<file path="config.mk">
export PLATFORM = sky130hd
export DESIGN_NAME = pos_cache_reader_flat
export DESIGN_NICKNAME = d
export VERILOG_FILES = /design/src/rtl/md_pos_pkg.sv /design/src/rtl/pos_cache_reader_if.sv /design/src/rtl/pos_skid_fifo.sv /design/src/rtl/pos_cache_reader.sv /design/src/flat_wrapper.sv
export SDC_FILE = /design/constraint.sdc
export NUM_CORES = 1
export LEC_CHECK = 0
export BUFFER_PORTS_ARGS = -buffer_cell sky130_fd_sc_hd__buf_2
export CELL_PAD_IN_SITES_DETAIL_PLACEMENT = 0
export CELL_PAD_IN_SITES_GLOBAL_PLACEMENT = 1
export CORE_ASPECT_RATIO = 1.2
export CORE_MARGIN = 4
export CORE_UTILIZATION = 47
export CTS_CLUSTER_DIAMETER = 80
export DETAILED_ROUTE_END_ITERATION = 12
export GPL_TIMING_DRIVEN = 0
export PLACE_DENSITY_LB_ADDON = 0.1
export SYNTH_ARGS = -nofsm -noshare
export SYNTH_HDL_FRONTEND = slang
export SYNTH_HIERARCHICAL = 1
export SYNTH_SLANG_ARGS = --single-unit
</file>
<file path="constraint.sdc">
create_clock -name clk -period 9.59 [get_ports clk]
set_input_delay 0.4795 -clock clk [delete_from_list [all_inputs] [get_ports clk]]
set_output_delay 0.4795 -clock clk [all_outputs]
set_load 0.05 [all_outputs]
</file>
<file path="src/rtl/md_pos_pkg.sv">
// Shared definitions for the position-cache readout path.
//   - Width/depth defaults for the cache geometry (per-axis offset width,
//     particle ID / cache address width, number of cache entries).
//   - Depth of the output skid buffer.
//   - Readout FSM state encoding.
package md_pos_pkg;

    localparam int OFFSET_WIDTH_DEF      = 29;
    localparam int PARTICLE_ID_WIDTH_DEF = 7;
    localparam int POS_CACHE_DEPTH_DEF   = 128;

    // Entries held by the output skid buffer; also the read-credit limit.
    localparam int SKID_DEPTH = 2;

    typedef enum logic [2:0] {
        IDLE     = 3'd0,
        READ_CNT = 3'd1,
        WAIT_CNT = 3'd2,
        STREAM   = 3'd3,
        DRAIN    = 3'd4,
        FINISH   = 3'd5
    } rd_state_t;

endpackage

</file>
<file path="src/rtl/pos_cache_reader_if.sv">
// Bus bundle between the position-cache reader, the position cache and the
// downstream particle consumer.
//   rd_en / rd_addr   : read request to the cache (reader drives)
//   rd_data           : cache read data, valid one cycle after rd_en
//   out_valid / out_ready / out_id / out_pos : particle stream handshake
// Modports: master = reader side, slave = cache/consumer side.
interface pos_cache_reader_if
    import md_pos_pkg::*;
#(
    parameter int OFFSET_WIDTH      = OFFSET_WIDTH_DEF,
    parameter int PARTICLE_ID_WIDTH = PARTICLE_ID_WIDTH_DEF
);

    logic                          rd_en;
    logic [PARTICLE_ID_WIDTH-1:0]  rd_addr;
    logic [3*OFFSET_WIDTH-1:0]     rd_data;
    logic                          out_valid;
    logic                          out_ready;
    logic [PARTICLE_ID_WIDTH-1:0]  out_id;
    logic [3*OFFSET_WIDTH-1:0]     out_pos;

    modport master (
        output rd_en,
        output rd_addr,
        input  rd_data,
        output out_valid,
        input  out_ready,
        output out_id,
        output out_pos
    );

    modport slave (
        input  rd_en,
        input  rd_addr,
        output rd_data,
        input  out_valid,
        output out_ready,
        input  out_id,
        input  out_pos
    );

endinterface

</file>
<file path="src/rtl/pos_skid_fifo.sv">
// Two-entry registered FIFO carrying a position word tagged with its particle ID.
// Ports:
//   clk, rst                          : clock, synchronous active-high reset
//   i_in_valid / o_in_ready           : write handshake
//   i_in_data / i_in_id               : write payload
//   o_out_valid / i_out_ready         : read handshake
//   o_out_data / o_out_id             : head-of-queue payload (register outputs)
//   o_count                           : current occupancy (0..2)
// The head entry stays put until it is popped, so the read side is stable
// while stalled.
module pos_skid_fifo #(
    parameter int DATA_WIDTH = 87,
    parameter int ID_WIDTH   = 7
) (
    input  logic                  clk,
    input  logic                  rst,
    input  logic                  i_in_valid,
    output logic                  o_in_ready,
    input  logic [DATA_WIDTH-1:0] i_in_data,
    input  logic [ID_WIDTH-1:0]   i_in_id,
    output logic                  o_out_valid,
    input  logic                  i_out_ready,
    output logic [DATA_WIDTH-1:0] o_out_data,
    output logic [ID_WIDTH-1:0]   o_out_id,
    output logic [1:0]            o_count
);

    logic [DATA_WIDTH-1:0] r_data [2];
    logic [ID_WIDTH-1:0]   r_id   [2];
    logic                  r_wr_ptr;
    logic                  r_rd_ptr;
    logic [1:0]            r_count;
    logic                  w_push;
    logic                  w_pop;

    assign o_in_ready  = (r_count != 2'd2);
    assign o_out_valid = (r_count != 2'd0);
    assign o_out_data  = r_data[r_rd_ptr];
    assign o_out_id    = r_id[r_rd_ptr];
    assign o_count     = r_count;
    assign w_push      = i_in_valid && o_in_ready;
    assign w_pop       = o_out_valid && i_out_ready;

    // Storage, pointers and occupancy
    always_ff @(posedge clk) begin
        if (rst) begin
            for (int i = 0; i < 2; i++) begin
                r_data[i] <= {DATA_WIDTH{1'b0}};
                r_id[i]   <= {ID_WIDTH{1'b0}};
            end
            r_wr_ptr <= 1'b0;
            r_rd_ptr <= 1'b0;
            r_count  <= 2'd0;
        end else begin
            if (w_push) begin
                r_data[r_wr_ptr] <= i_in_data;
                r_id[r_wr_ptr]   <= i_in_id;
                r_wr_ptr         <= ~r_wr_ptr;
            end
            if (w_pop) begin
                r_rd_ptr <= ~r_rd_ptr;
            end
            case ({w_push, w_pop})
                2'b10:   r_count <= r_count + 2'd1;
                2'b01:   r_count <= r_count - 2'd1;
                default: r_count <= r_count;
            endcase
        end
    end

endmodule

</file>
<file path="src/rtl/pos_cache_reader.sv">
// Reads the particle count from cache address 0, then streams addresses 1..N
// out of the position cache as (id, {z,y,x}) tuples through a 2-entry skid
// buffer with valid/ready backpressure.
// Ports:
//   clk, rst          : clock, synchronous active-high reset
//   i_start           : one-cycle pulse starting a readout (ignored while busy)
//   o_particle_count  : N latched from address 0 (clamped to depth-1)
//   o_busy            : readout in progress
//   o_done            : one-cycle pulse after the last transfer
//   bus               : cache read port and particle stream (master modport)
module pos_cache_reader
    import md_pos_pkg::*;
#(
    parameter int OFFSET_WIDTH      = OFFSET_WIDTH_DEF,
    parameter int PARTICLE_ID_WIDTH = PARTICLE_ID_WIDTH_DEF,
    parameter int POS_CACHE_DEPTH   = POS_CACHE_DEPTH_DEF
) (
    input  logic                         clk,
    input  logic                         rst,
    input  logic                         i_start,
    output logic [PARTICLE_ID_WIDTH-1:0] o_particle_count,
    output logic                         o_busy,
    output logic                         o_done,
    pos_cache_reader_if.master           bus
);

    localparam int            PW        = PARTICLE_ID_WIDTH;
    localparam int            DW        = 3 * OFFSET_WIDTH;
    localparam logic [PW-1:0] MAX_N     = PW'(POS_CACHE_DEPTH - 1);
    localparam logic [PW-1:0] ADDR_ZERO = {PW{1'b0}};
    localparam logic [PW-1:0] ADDR_ONE  = {{(PW-1){1'b0}}, 1'b1};

    rd_state_t     r_state;
    rd_state_t     w_state_nxt;
    logic [PW-1:0] r_count;
    logic [PW-1:0] r_next_addr;
    logic          r_inflight;
    logic [PW-1:0] r_inflight_id;

    logic          w_rd_en;
    logic [PW-1:0] w_rd_addr;
    logic          w_issue;
    logic [PW-1:0] w_raw_n;
    logic [PW-1:0] w_clamped_n;
    logic          w_skid_in_ready;
    logic          w_skid_valid;
    logic [PW-1:0] w_skid_id;
    logic [DW-1:0] w_skid_pos;
    logic [1:0]    w_skid_cnt;
    logic          w_pop;
    logic          w_credit_ok;
    logic          w_drain_empty;

    assign w_raw_n     = bus.rd_data[PW-1:0];
    assign w_clamped_n = (w_raw_n > MAX_N) ? MAX_N : w_raw_n;
    assign w_pop       = w_skid_valid && bus.out_ready;

    // A new read may go out only if, counting the entry leaving this cycle,
    // the buffer plus the read already on the cache bus leave a free slot
    // for it by the time its data arrives.
    assign w_credit_ok = ((3'(w_skid_cnt) + 3'(r_inflight)) < (3'(SKID_DEPTH) + 3'(w_pop)))
                         && (w_skid_in_ready || w_pop);

    // Buffer will be empty after this edge and no data is still coming back.
    assign w_drain_empty = ((3'(w_skid_cnt) + 3'(r_inflight)) == 3'(w_pop));

    // FSM state register
    always_ff @(posedge clk) begin
        if (rst) begin
            r_state <= IDLE;
        end else begin
            r_state <= w_state_nxt;
        end
    end

    // Next-state and cache read request decode
    always_comb begin
        w_state_nxt = r_state;
        w_rd_en     = 1'b0;
        w_rd_addr   = ADDR_ZERO;
        w_issue     = 1'b0;
        case (r_state)
            IDLE: begin
                if (i_start) begin
                    w_state_nxt = READ_CNT;
                end else begin
                    w_state_nxt = IDLE;
                end
            end
            READ_CNT: begin
                w_rd_en     = 1'b1;
                w_rd_addr   = ADDR_ZERO;
                w_state_nxt = WAIT_CNT;
            end
            WAIT_CNT: begin
                if (w_clamped_n == ADDR_ZERO) begin
                    w_state_nxt = FINISH;
                end else begin
                    w_state_nxt = STREAM;
                end
            end
            STREAM: begin
                if (w_credit_ok) begin
                    w_issue   = 1'b1;
                    w_rd_en   = 1'b1;
                    w_rd_addr = r_next_addr;
                    if (r_next_addr == r_count) begin
                        w_state_nxt = DRAIN;
                    end else begin
                        w_state_nxt = STREAM;
                    end
                end else begin
                    w_state_nxt = STREAM;
                end
            end
            DRAIN: begin
                if (w_drain_empty) begin
                    w_state_nxt = FINISH;
                end else begin
                    w_state_nxt = DRAIN;
                end
            end
            FINISH: begin
                w_state_nxt = IDLE;
            end
            default: begin
                w_state_nxt = IDLE;
            end
        endcase
    end

    // Count latch, ascending address counter and in-flight read tracking
    always_ff @(posedge clk) begin
        if (rst) begin
            r_count       <= ADDR_ZERO;
            r_next_addr   <= ADDR_ZERO;
            r_inflight    <= 1'b0;
            r_inflight_id <= ADDR_ZERO;
        end else begin
            if (r_state == WAIT_CNT) begin
                r_count     <= w_clamped_n;
                r_next_addr <= ADDR_ONE;
            end else if (w_issue && (r_next_addr != r_count)) begin
                // Stops at N, so the counter never wraps.
                r_next_addr <= r_next_addr + ADDR_ONE;
            end else begin
                r_next_addr <= r_next_addr;
            end
            r_inflight    <= w_issue;
            r_inflight_id <= w_issue ? r_next_addr : ADDR_ZERO;
        end
    end

    pos_skid_fifo #(
        .DATA_WIDTH (DW),
        .ID_WIDTH   (PW)
    ) u_skid (
        .clk         (clk),
        .rst         (rst),
        .i_in_valid  (r_inflight),
        .o_in_ready  (w_skid_in_ready),
        .i_in_data   (bus.rd_data),
        .i_in_id     (r_inflight_id),
        .o_out_valid (w_skid_valid),
        .i_out_ready (bus.out_ready),
        .o_out_data  (w_skid_pos),
        .o_out_id    (w_skid_id),
        .o_count     (w_skid_cnt)
    );

    assign bus.rd_en      = w_rd_en;
    assign bus.rd_addr    = w_rd_addr;
    assign bus.out_valid  = w_skid_valid;
    assign bus.out_id     = w_skid_id;
    assign bus.out_pos    = w_skid_pos;
    assign o_particle_count = r_count;
    assign o_busy         = (r_state != IDLE);
    assign o_done         = (r_state == FINISH);

endmodule

</file>
<file path="src/flat_wrapper.sv">
// flat-port wrapper written by rule: the top's interface ports become plain ports
module pos_cache_reader_flat import md_pos_pkg::*;
#(
    parameter int OFFSET_WIDTH      = OFFSET_WIDTH_DEF,
    parameter int PARTICLE_ID_WIDTH = PARTICLE_ID_WIDTH_DEF,
    parameter int POS_CACHE_DEPTH   = POS_CACHE_DEPTH_DEF
)
  (clk, rst, i_start, o_particle_count, o_busy, o_done, bus_rd_en, bus_rd_addr, bus_rd_data, bus_out_valid, bus_out_ready, bus_out_id, bus_out_pos);
  pos_cache_reader_if #(.OFFSET_WIDTH(OFFSET_WIDTH), .PARTICLE_ID_WIDTH(PARTICLE_ID_WIDTH)) bus_i ();
  input  logic clk;
  input  logic rst;
  input  logic i_start;
  output logic [PARTICLE_ID_WIDTH-1:0] o_particle_count;
  output logic o_busy;
  output logic o_done;
  output wire logic [$bits(bus_i.rd_en)-1:0] bus_rd_en;
  output wire logic [$bits(bus_i.rd_addr)-1:0] bus_rd_addr;
  input wire logic [$bits(bus_i.rd_data)-1:0] bus_rd_data;
  output wire logic [$bits(bus_i.out_valid)-1:0] bus_out_valid;
  input wire logic [$bits(bus_i.out_ready)-1:0] bus_out_ready;
  output wire logic [$bits(bus_i.out_id)-1:0] bus_out_id;
  output wire logic [$bits(bus_i.out_pos)-1:0] bus_out_pos;
  assign bus_rd_en = bus_i.rd_en;
  assign bus_rd_addr = bus_i.rd_addr;
  assign bus_i.rd_data = bus_rd_data;
  assign bus_out_valid = bus_i.out_valid;
  assign bus_i.out_ready = bus_out_ready;
  assign bus_out_id = bus_i.out_id;
  assign bus_out_pos = bus_i.out_pos;
  pos_cache_reader #(.OFFSET_WIDTH(OFFSET_WIDTH), .PARTICLE_ID_WIDTH(PARTICLE_ID_WIDTH), .POS_CACHE_DEPTH(POS_CACHE_DEPTH)) u_core (.clk(clk), .rst(rst), .i_start(i_start), .o_particle_count(o_particle_count), .o_busy(o_busy), .o_done(o_done), .bus(bus_i));
endmodule
</file>
Word-level counts from Yosys, hierarchy flattened
Memory sizes are Yosys's and may differ from the RTL's. A register that Yosys moved wholly into a read port is not among the register bits.
Index checks and enable logic that the tools add are counted.
W data, S select, Z words.
{"block": "classes", "bitwise": 3, "n_eq_ne": 11, "add_sub_neg": 5, "mux": 30, "n_lt_le_gt_ge": 2, "reduce_logical": 15}
{"op": "$mux W87", "n": 1}
{"op": "$reduce_or A87 Y1", "n": 1}
{"op": "$mux W7", "n": 4}
{"op": "$mux W1", "n": 19}
{"op": "$pmux W3 S5", "n": 1}
{"op": "$mux W3", "n": 3}
{"op": "$add A7 B1 Y7 const B", "n": 1}
{"op": "$eq A7 B7 Y1", "n": 1}
{"op": "$gt A7 B7 Y1 const B", "n": 1}
{"op": "$logic_not A7 Y1", "n": 1}
{"op": "$ne A7 B7 Y1", "n": 1}
{"op": "$reduce_or A7 Y1", "n": 1}
{"op": "$eq A3 B2 Y1 const B", "n": 2}
{"op": "$eq A3 B3 Y1 const B", "n": 2}
{"op": "$reduce_bool A2 Y1", "n": 3}
{"op": "$logic_and A1 B1 Y1", "n": 4}
{"op": "$pmux W2 S2", "n": 1}
{"op": "$reduce_or A2 Y1", "n": 2}
{"op": "$add A2 B1 Y3", "n": 1}
{"op": "$add A2 B1 Y3 const A", "n": 1}
{"op": "$eq A3 B1 Y1", "n": 1}
{"op": "$eq A3 B1 Y1 const B", "n": 1}
{"op": "$logic_not A3 Y1", "n": 1}
{"op": "$lt A3 B3 Y1", "n": 1}
{"op": "9 further kinds", "n": 11}
{"block": "word_totals", "output_inout_bits": 112, "memories": 2, "wordCells": 77, "ramBits": 188, "reg_bits": 29}
{"memory": "u_core.u_skid.r_data", "depth": 2, "width": 87, "read_ports": 1, "rd_ports_with_merged_regs": 1, "write_ports": 2, "line": "pos_skid_fifo.sv:28", "rtl": "logic [DATA_WIDTH-1:0] r_data [2];"}
{"memory": "u_core.u_skid.r_id", "depth": 2, "width": 7, "read_ports": 1, "rd_ports_with_merged_regs": 1, "write_ports": 2, "line": "pos_skid_fifo.sv:29", "rtl": "logic [ID_WIDTH-1:0] r_id [2];"}

Longest topological paths before layout
Gate-level depths: netlist of run 1.
{"block": "logic_depth", "ltp_word": 10, "mapped_depth": 8, "depth_no_buf": 7}

By module
Netlist of run 1, hierarchy kept.
{"mod": "pos_skid_fifo", "area_each_um2": 8496.9, "seq_area_each_um2": 5745.5, "cells_each": 630, "n_inst": 1}
{"mod": "pos_cache_reader", "area_each_um2": 1317.5, "seq_area_each_um2": 500.5, "cells_each": 143, "n_inst": 1}

Worst setup path after synthesis of run 1
No wires, ideal clock.
{"block": "synth_timing", "path_kind": "in2reg", "startpoint": "input rst", "endpoint": "memory u_core.u_skid.r_data[0][0], enable pin", "required_ns": 9.121, "arrival_ns": 3.297, "setup_slack_ns": 5.825, "stages": 3, "cell_sequence": "clkbuf_1 > clkbuf_1 > nand2b_1"}
{"item": "start, declared", "line": "flat_wrapper.sv:11", "rtl": "input logic rst;"}
{"item": "end, declared", "line": "pos_skid_fifo.sv:28"}

Final worst setup path of run 1
{"block": "layout_timing", "startpoint": "register u_core.u_skid.r_count[1] (netlist: u_core/u_skid/o_count[1])", "endpoint": "output bus_rd_addr[1]"}
{"block": "layout_between", "elab_chain_len": 7}
{"item": "start, declared", "line": "pos_skid_fifo.sv:32", "rtl": "logic [1:0] r_count;"}
{"item": "start signal, assigned", "line": "pos_skid_fifo.sv:64", "rtl": "2'b10: r_count <= r_count + 2'd1;"}
{"item": "start signal, assigned", "line": "pos_skid_fifo.sv:65", "rtl": "2'b01: r_count <= r_count - 2'd1;"}
{"item": "start signal, assigned", "line": "pos_skid_fifo.sv:66", "rtl": "default: r_count <= r_count;"}
{"item": "$reduce_bool A2 Y1", "line": "pos_skid_fifo.sv:37", "rtl": "assign o_out_valid = (r_count != 2'd0);"}
{"item": "$logic_and A1 B1 Y1", "line": "pos_cache_reader.sv:56", "rtl": "assign w_pop = w_skid_valid && bus.out_ready;"}
{"item": "$add A2 B1 Y3", "line": "pos_cache_reader.sv:61", "rtl": "assign w_credit_ok = ((3'(w_skid_cnt) + 3'(r_inflight)) < (3'(SKID_DEPTH) + 3'(w_pop)))"}
{"item": "$lt A3 B3 Y1", "line": "pos_cache_reader.sv:61"}
{"item": "$logic_and A1 B1 Y1 (*)", "line": "pos_cache_reader.sv:62", "rtl": "&& (w_skid_in_ready || w_pop);"}
{"item": "$mux W7 (*)", "line": "pos_cache_reader.sv:103", "rtl": "if (w_credit_ok) begin"}
{"item": "$mux W7 (*)", "line": "pos_cache_reader.sv:82", "rtl": "case (r_state)"}
{"item": "end, declared", "line": "flat_wrapper.sv:17", "rtl": "output wire logic [$bits(bus_i.rd_addr)-1:0] bus_rd_addr;"}
Mark *: on every way between the ends. The rest lies on a longest branch, timed or not.

==> reports/results.tsv, run 1 <==
metric	value	unit
# IOs	203	
asr flop ratio synth	0	
DR WL/cell	16.9	um
CP arrival	2540	ps
Peak VDD IR	154	uV
TNS Setup	0	ps
layout cells sized above 1	0.371	
Post-DP HPWL	14800	um
CTS clk-pin slew, worst paths	60	ps
Clock Tree Buf Depth	3	
Finished Core Util	0.587	
Crit-path slowest cell	dfxtp_1	
CTS tree	built	
number of cells on the critical path	8	
Post-synth EDFFs	188	
critical path required time	9110	ps
Post-Syn Nets	869	
drt pass-1 iters	8	
relative slew slack	0.529	
synthesized cell area	9810	um2
most used cell, CP	buf_2	
starting density of the core	0.481	
crit path buf inv count	2	
DR iter-0 viols	222	
syn avg cell area	12.7	um2
Clk Tree Root Cell	clkbuf_16	
Slew Viols, Final	0	
Ys Warns	6	
final hold vios	0	
placed insts	1241	
total track usage	0.185	
crit start category	flip-flop	
Layout area overhead	21.9	%
cell family with most CP delay	simple AND/OR/NAND/NOR gates	
max cap viols	0	
vias per cell	5.01	
worst-skew pair later-pin latency	500	ps
setup bufs post-CTS	0	
Non-Filler Instances	1284	
critical path class	flip-flop to output port	
input/output buffers	201	
vias in the first global route	6712	
Total Power	2.23	mW
Cell Pwr Density	186	nW/um2
Netlist cell types	46	
CTS Buf Count	23	
CTS resizes	0	
Antenna Nets Post-Route	0	
remaining global-route overflow	0	
TritonCTS Sinks	218	
area of the core	20400	um2
RSZ-0062 raised after global routing	false	
final WL	21700	um
ys flop type	edfxtp_1	
Finish-stage setup viols	0	
pin count of the biggest net entering global routing	64	
Die Y	166	um
crit path cell chain	or2_2, and2_1, ha_1, nand2b_1, and4_1, buf_2, and2_2, buf_2	
H-tree Lvls	1	
fin area	12000	um2
die area	23300	um2
hold depth	3	
CP max stage delay	360	ps
Hold/Removal Path Class	input pin to flip-flop	
sequential area share after synthesis	0.636	
Worst Skew	11.3	ps
Mapped Cells	773	
number of synthesized register bits	218	
Worst setup EP type	output port	
CTS Hold Buffers Added	0	
Reg2Reg Depth	5	
Layout Nets	1097	
achievable frequency	0.331	GHz
Vias	6438	
first-pass GRT wire length	34800	um
DRC Markers	0	
Core Rows	57	
largest fanout on the critical path	10	
Leak	4.78	nW
crit share post-route	0.315	
Least-Margin Pin Slew	706	ps
Die X	140	um
Placement Cell Area	11200	um2
initial antenna violation count	0	
outcome	complete, no violations	
minimum period implied by the final worst setup slack	3020	ps
gpl congestion	0.741	
-- worst min-delay path, stage by stage --
cell and delay (ps):
buf_2 100, mux2i_1 60, nor2_1 70
-- state kept, by name, indices dropped and copies added (netlist names), named ones only --
| signal | cells |
|---|---|
| u_core/o_particle_count | 7 |
| u_core/r_inflight | 1 |
| u_core/r_inflight_id | 7 |
| u_core/r_next_addr | 7 |
| u_core/r_state | 3 |
| u_core/u_skid/o_count | 2 |
| u_core/u_skid/r_data | 174 |
| u_core/u_skid/r_id | 14 |
| u_core/u_skid/r_rd_ptr | 1 |
| u_core/u_skid/r_wr_ptr | 1 |
-- cell type report --
class | instances | area (um2)
inverter | 7 | 26.3
clock buffer | 34 | 667
clock inverter | 8 | 73.8
timing repair buffer | 203 | 1060
multi-input combinational | 502 | 3280
buffer | 46 | 280
antenna | 1 | 2.50
tap | 265 | 332
fill | 1781 | 8430
sequential | 218 | 6250
-- Yosys cell counts, drive strengths merged (3+ instances only) --
cell | n | share of area
xor2 | 8 | 0.0071
and3 | 9 | 0.0059
nand2b | 99 | 0.063
nand3 | 4 | 0.0025
a211oi | 7 | 0.0059
and2 | 8 | 0.0052
a21oi | 4 | 0.0024
clkbuf | 15 | 0.0057
nand2 | 10 | 0.0038
or3 | 7 | 0.0045
edfxtp | 188 | 0.58
mux2i | 13 | 0.013
ha | 5 | 0.0064
nor3 | 4 | 0.0032
mux2 | 94 | 0.11
dfxtp | 30 | 0.061
nand4 | 3 | 0.0034
nor2 | 206 | 0.079
buf | 31 | 0.023
inv | 7 | 0.0027
-- stage by stage --
step / hold WS, ps / setup slack, ps
after floorplan: 471 / 5820
after global placement: 505 / 3900
after detailed placement: 511 / 6700
after CTS: 233 / 6540
after global routing: 265 / 6440
final: 251 / 6570
-- power by group --
group	leakage [nW]	internal, mW	switching [mW]	total [mW]
clock network	0.368	0.510	0.346	0.856
logic	2.22	0.0898	0.205	0.295
registers	2.19	1.06	0.0128	1.08
total	4.78	1.66	0.564	2.23
-- cell usage in the layout, fill, tap and decap left out, drive strengths merged --
cell    count
buf       234
nor2      206
edfxtp    188
nand2b     99
mux2       94
clkbuf     49
dfxtp      30
mux2i      13
nand2      10
and3        9
inv         9
xor2        8
and2        8
or3         7
a211oi      7
ha          5
clkinv      5
nand3       4
nor3        4
a21oi       4
nand4       3
a21o        2
o21a        2
o21ai       2
xnor2       2
nor4        2
diode       1
bufinv      1
and3b       1
and4        1
nor3b       1
or4         1
a41oi       1
a311oi      1
o21ba       1
a31oi       1
or2         1
nand3b      1
a21bo       1
-- per-layer routing --
| metal | up-vias | global-route usage | routed length [um] |
|---|---|---|---|
| met1 | 3086 | 0.232 | 8920 |
| met3 | 31 | 0.0279 | 1150 |
| met2 | 164 | 0.334 | 11200 |
| met4 | 0 | 0.0447 | 403 |
| met5 | - | 0 | 0 |
| li1 | 3157 | - | - |
-- cells by family (layout without fill, tap and decap cells) --
| kind of cell | Yosys count | in the layout | share of synthesized area |
|---|---|---|---|
| AOI/OAI and AO/OA | 22 | 22 | 0.0168 |
| other | 0 | 1 | 0 |
| DFF | 218 | 218 | 0.636 |
| xor gates and xnor gates | 10 | 10 | 0.00892 |
| adders and majority gates | 5 | 5 | 0.00637 |
| and+or+nand+nor | 358 | 358 | 0.179 |
| buffers and inverters | 53 | 298 | 0.0312 |
| muxes | 107 | 107 | 0.121 |
-- worst paths after layout --
| check | slack [ps] | endpoint | from |
|---|---|---|---|
| min | 250 | u_core/o_particle_count[1] | bus_rd_data[1] |
| max reg2reg | 7290 | u_core/u_skid/r_data[0][65] | u_core/u_skid/o_count[0] |
| max | 6570 | bus_rd_addr[1] | u_core/u_skid/o_count[1] |
| min reg2reg | 520 | u_core/r_next_addr[6] | u_core/r_next_addr[6] |
Note: power is estimated with default switching activity, not from simulation.
==> inputs of run 2 (changes only) <==
--- a/config.mk
+++ b/config.mk
@@ -5,12 +5,13 @@
 export SDC_FILE = /design/constraint.sdc
 export NUM_CORES = 1
 export LEC_CHECK = 0
+export ABC_AREA = 1
 export BUFFER_PORTS_ARGS = -buffer_cell sky130_fd_sc_hd__buf_2
 export CELL_PAD_IN_SITES_DETAIL_PLACEMENT = 0
 export CELL_PAD_IN_SITES_GLOBAL_PLACEMENT = 1
 export CORE_ASPECT_RATIO = 1.2
 export CORE_MARGIN = 4
-export CORE_UTILIZATION = 47
+export CORE_UTILIZATION = 39
 export CTS_CLUSTER_DIAMETER = 80
 export DETAILED_ROUTE_END_ITERATION = 12
 export GPL_TIMING_DRIVEN = 0
==> constraint.sdc (replaced) <==
create_clock -name clk -period 2.45 [get_ports clk]
set_input_delay 0.1225 -clock clk [delete_from_list [all_inputs] [get_ports clk]]
set_output_delay 0.1225 -clock clk [all_outputs]
set_load 0.05 [all_outputs]
==> run 2 against run 1 <==
Net effect: sequential cell count unchanged; via count is 3.0% higher; power rose to 4.0 times the previous value; clock skew rose by 7.0 ps; cell count rose by 15%; synthesized cell count up 6.0%; critical path depth is 1 higher; wire length increased by 4.2%; largest cell class unchanged.
==> reports/results.tsv, run 2 <==
metric	value	unit	change
Vias	6632		+3.0%
gpl congestion	0.801		+8.1%
pin count of the biggest net entering global routing	95		+48%
Slew Viols, Final	0		unchanged
Post-synth top cells	edfxtp_1 (188), nor2_1 (133), inv_1 (123)		
CTS Buf Count	23		unchanged
number of synthesized register bits	218		unchanged
drt pass-1 iters	5		-3
area leader, netlist	edfxtp_1		
ys flop type	edfxtp_1		
fin worst setup slack	151	ps	-6410 ps
critical path class	flip-flop to output port		
biggest regs	u_core/u_skid/r_data (174), u_core/u_skid/r_id (14)		
relative slew slack	0.440		-0.0891
final WL	22600	um	+4.2%
commonest non-fill, non-tap cell in the layout	buf_2		
fin area	12900	um2	+7.9%
Leak	5.63	nW	+18%
first-pass GRT wire length	36000	um	+3.5%
synthesized cell area	9760	um2	-0.56%
max cap viols	0		unchanged
CP arrival	2180	ps	-360 ps
Ys Warns	6		unchanged
Reg area	6250	um2	+0.12%
area of the core	24700	um2	+21%
Placement Cell Area	11200	um2	about the same
Least-Margin Pin Slew	840	ps	+134 ps
Hold Startpoint	bus_out_ready		
starting density of the core	0.396		-0.0856
Reg-to-Reg End	u_core/u_skid/r_data[0][3]		
Reg2Reg Depth	8		+3
H-tree Lvls	1		unchanged
final hold vios	0		unchanged
layout cells sized above 1	0.412		+0.0412
max reg flops	174		unchanged
CTS clk-pin slew, worst paths	60	ps	about the same
Clock Tree Buf Depth	3		unchanged
die area	27600	um2	+19%
Fin Hold WS	37.5	ps	-213 ps
Netlist cell types	30		-35%
Finish-stage setup viols	0		unchanged
vias per cell	4.48		-11%
TritonCTS Sinks	218		unchanged
placed insts	1347		+8.5%
top cells by area, synth	edfxtp_1 (58%), mux2_2 (11%), dfxtp_1 (6.2%), nor2_2 (5.8%), nor2_1 (5.1%)		
Peak VDD IR	569	uV	+270%
input/output buffers	202		+0.50%
top-area cell type share of the netlist area	0.578		+0.00324
Non-Filler Instances	1479		+15%
Die Y	181	um	+9.0%
most frequent cells in the layout	buf_2 (214), edfxtp_1 (188), nor2_1 (133), inv_1 (123), mux2_2 (94)		
Layout area overhead	32.2	%	
Post-DP HPWL	15000	um	+1.4%
Core Rows	63		+11%
DR WL/cell	15.3	um	-9.5%
sequential area share after synthesis	0.640		+0.00359
Reg2Reg Setup Slack	280	ps	-7010 ps
Mapped Cells	819		+6.0%
outcome	complete, no violations		
# IOs	203		unchanged
Post-Syn Nets	915		+5.3%
TNS Setup	0	ps	unchanged
crit share post-route	0.938		
multi-input combinational cell area	2840	um2	-13%
most frequent cell after synthesis	edfxtp_1		
achievable frequency	0.435	GHz	
syn avg cell area	11.9	um2	-6.1%
initial antenna violation count	0		unchanged
Cell Pwr Density	697	nW/um2	+270%
asr flop ratio synth	0		unchanged
post-place setup slack	-279	ps	-6980 ps
largest fanout on the critical path	5		-5
CTS tree	built		
Die X	152	um	+8.9%
DR iter-0 viols	284		+28%
Worst setup EP type	output port		
minimum period implied by the final worst setup slack	2300	ps	
Post-synth EDFFs	188		unchanged
Antenna Nets Post-Route	0		unchanged
Worst Skew	18.3	ps	+7.00 ps
worst-skew pair later-pin latency	510	ps	about the same
Layout Nets	1235		+13%
filler cell count	2261		+27%
Ant. Diodes	0		-1
Clk Tree Root Cell	clkbuf_16		
critical path required time	2330	ps	-6780 ps
hold endpoint	u_core/u_skid/r_rd_ptr		
crit start category	flip-flop		
Hold/Removal Path Class	input pin to flip-flop		
remaining global-route overflow	0		unchanged
Largest Register	u_core/u_skid/r_data		
hold depth	4		+1
FF-to-FF Start	u_core/u_skid/o_count[0]		
total track usage	0.162		-0.0231
DRC Markers	0		unchanged
vias in the first global route	6756		+0.66%
run 2: cell count changes in the layout (fill, tap and decap cells not counted), moves of 13 or more:
cell | before | now
mux2i_1 | 13 | 0
nand2b_1 | 96 | 0
nand2_1 | 10 | 50
inv_1 | 7 | 123
nor2_2 | 0 | 91
clkbuf_1 | 21 | 8
dlygate4sd3_1 | 0 | 88
nor2_1 | 206 | 133
run 2: area by class of cell:
cell class | instances | area share
Sequential cell | 218 | 0.485
Multi-Input combinational cell | 438 | 0.220
Timing Repair Buffer | 295 | 0.154
Clock buffer | 32 | 0.0480
Inverter | 131 | 0.0381
Tap cell | 325 | 0.0315
Buffer | 32 | 0.0187
Clock inverter | 8 | 0.00533
run 2: report_power, final:
group	leakage [nW]	switching (mW)	internal [mW]
Sequential	2.18	0.0690	4.19
Combinational	3.11	1.05	0.484
Clock	0.335	1.33	1.87
run 2: logic make-up (layout without fill, tap and decap cells):
logic type	count (synthesis)	after routing	share of synthesized area
flip-flops	218	218	0.640
XOR/XNOR	6	6	0.00538
AND/OR/NAND/NOR	303	303	0.147
multiplexers	94	94	0.108
buffers and inverters	163	498	0.0747
adder cells (fa/ha/maj)	5	5	0.00641
AO/OA/AOI/OAI	30	30	0.0177
run 2: timing repair:
item	in CTS	in global routing
pin swaps	0	2
buffers inserted	0	3
hold buffers	88	0
gates resized for setup	7	11
cloned	0	1
setup endpoints to repair	142	8
hold endpoints to repair	184	0
run 2: how the worst max path moves through the flow:
stage	slack, ps	cells after the start	from	to
2_1_floorplan	60	10	u_core/u_skid/o_count[0]	bus_rd_addr[0]
3_3_place_gp	-270	8	u_core/u_skid/o_count[0]	u_core/u_skid/r_data[0][43]
3_5_place_dp	-280	8	u_core/u_skid/o_count[0]	u_core/u_skid/r_data[0][43]
4_1_cts	9	11	u_core/u_skid/o_count[0]	bus_rd_addr[3]
5_1_grt	-4	11	u_core/u_skid/o_count[0]	bus_rd_addr[4]
6_report	150	9	u_core/r_inflight	bus_rd_addr[0]
run 2: metrics by stage:
stage                util  power (mW)
detailed placement  0.455        5.76
global placement    0.454        5.76
finish              0.523        8.99
floorplan               -        5.38
CTS                 0.520        9.12
global route        0.523        9.41
run 2: routing by layer:
metal,track usage,vias up,share of wire,wire (um)
met4,0.0349,0,0.015,333
met3,0.0347,32,0.060,1360
met5,0,-,0,0
met2,0.284,167,0.51,11600
li1,-,3314,-,-
met1,0.206,3119,0.41,9310
run 2: critical path, stage by stage (launching register included):
cell and delay, ps:
dfxtp_1 330, ha_1 290, inv_1 60, ha_1 130
inv_1 60, a21oi_4 180, nand3_4 140, clkbuf_16 180
nor2_1 100, buf_4 210
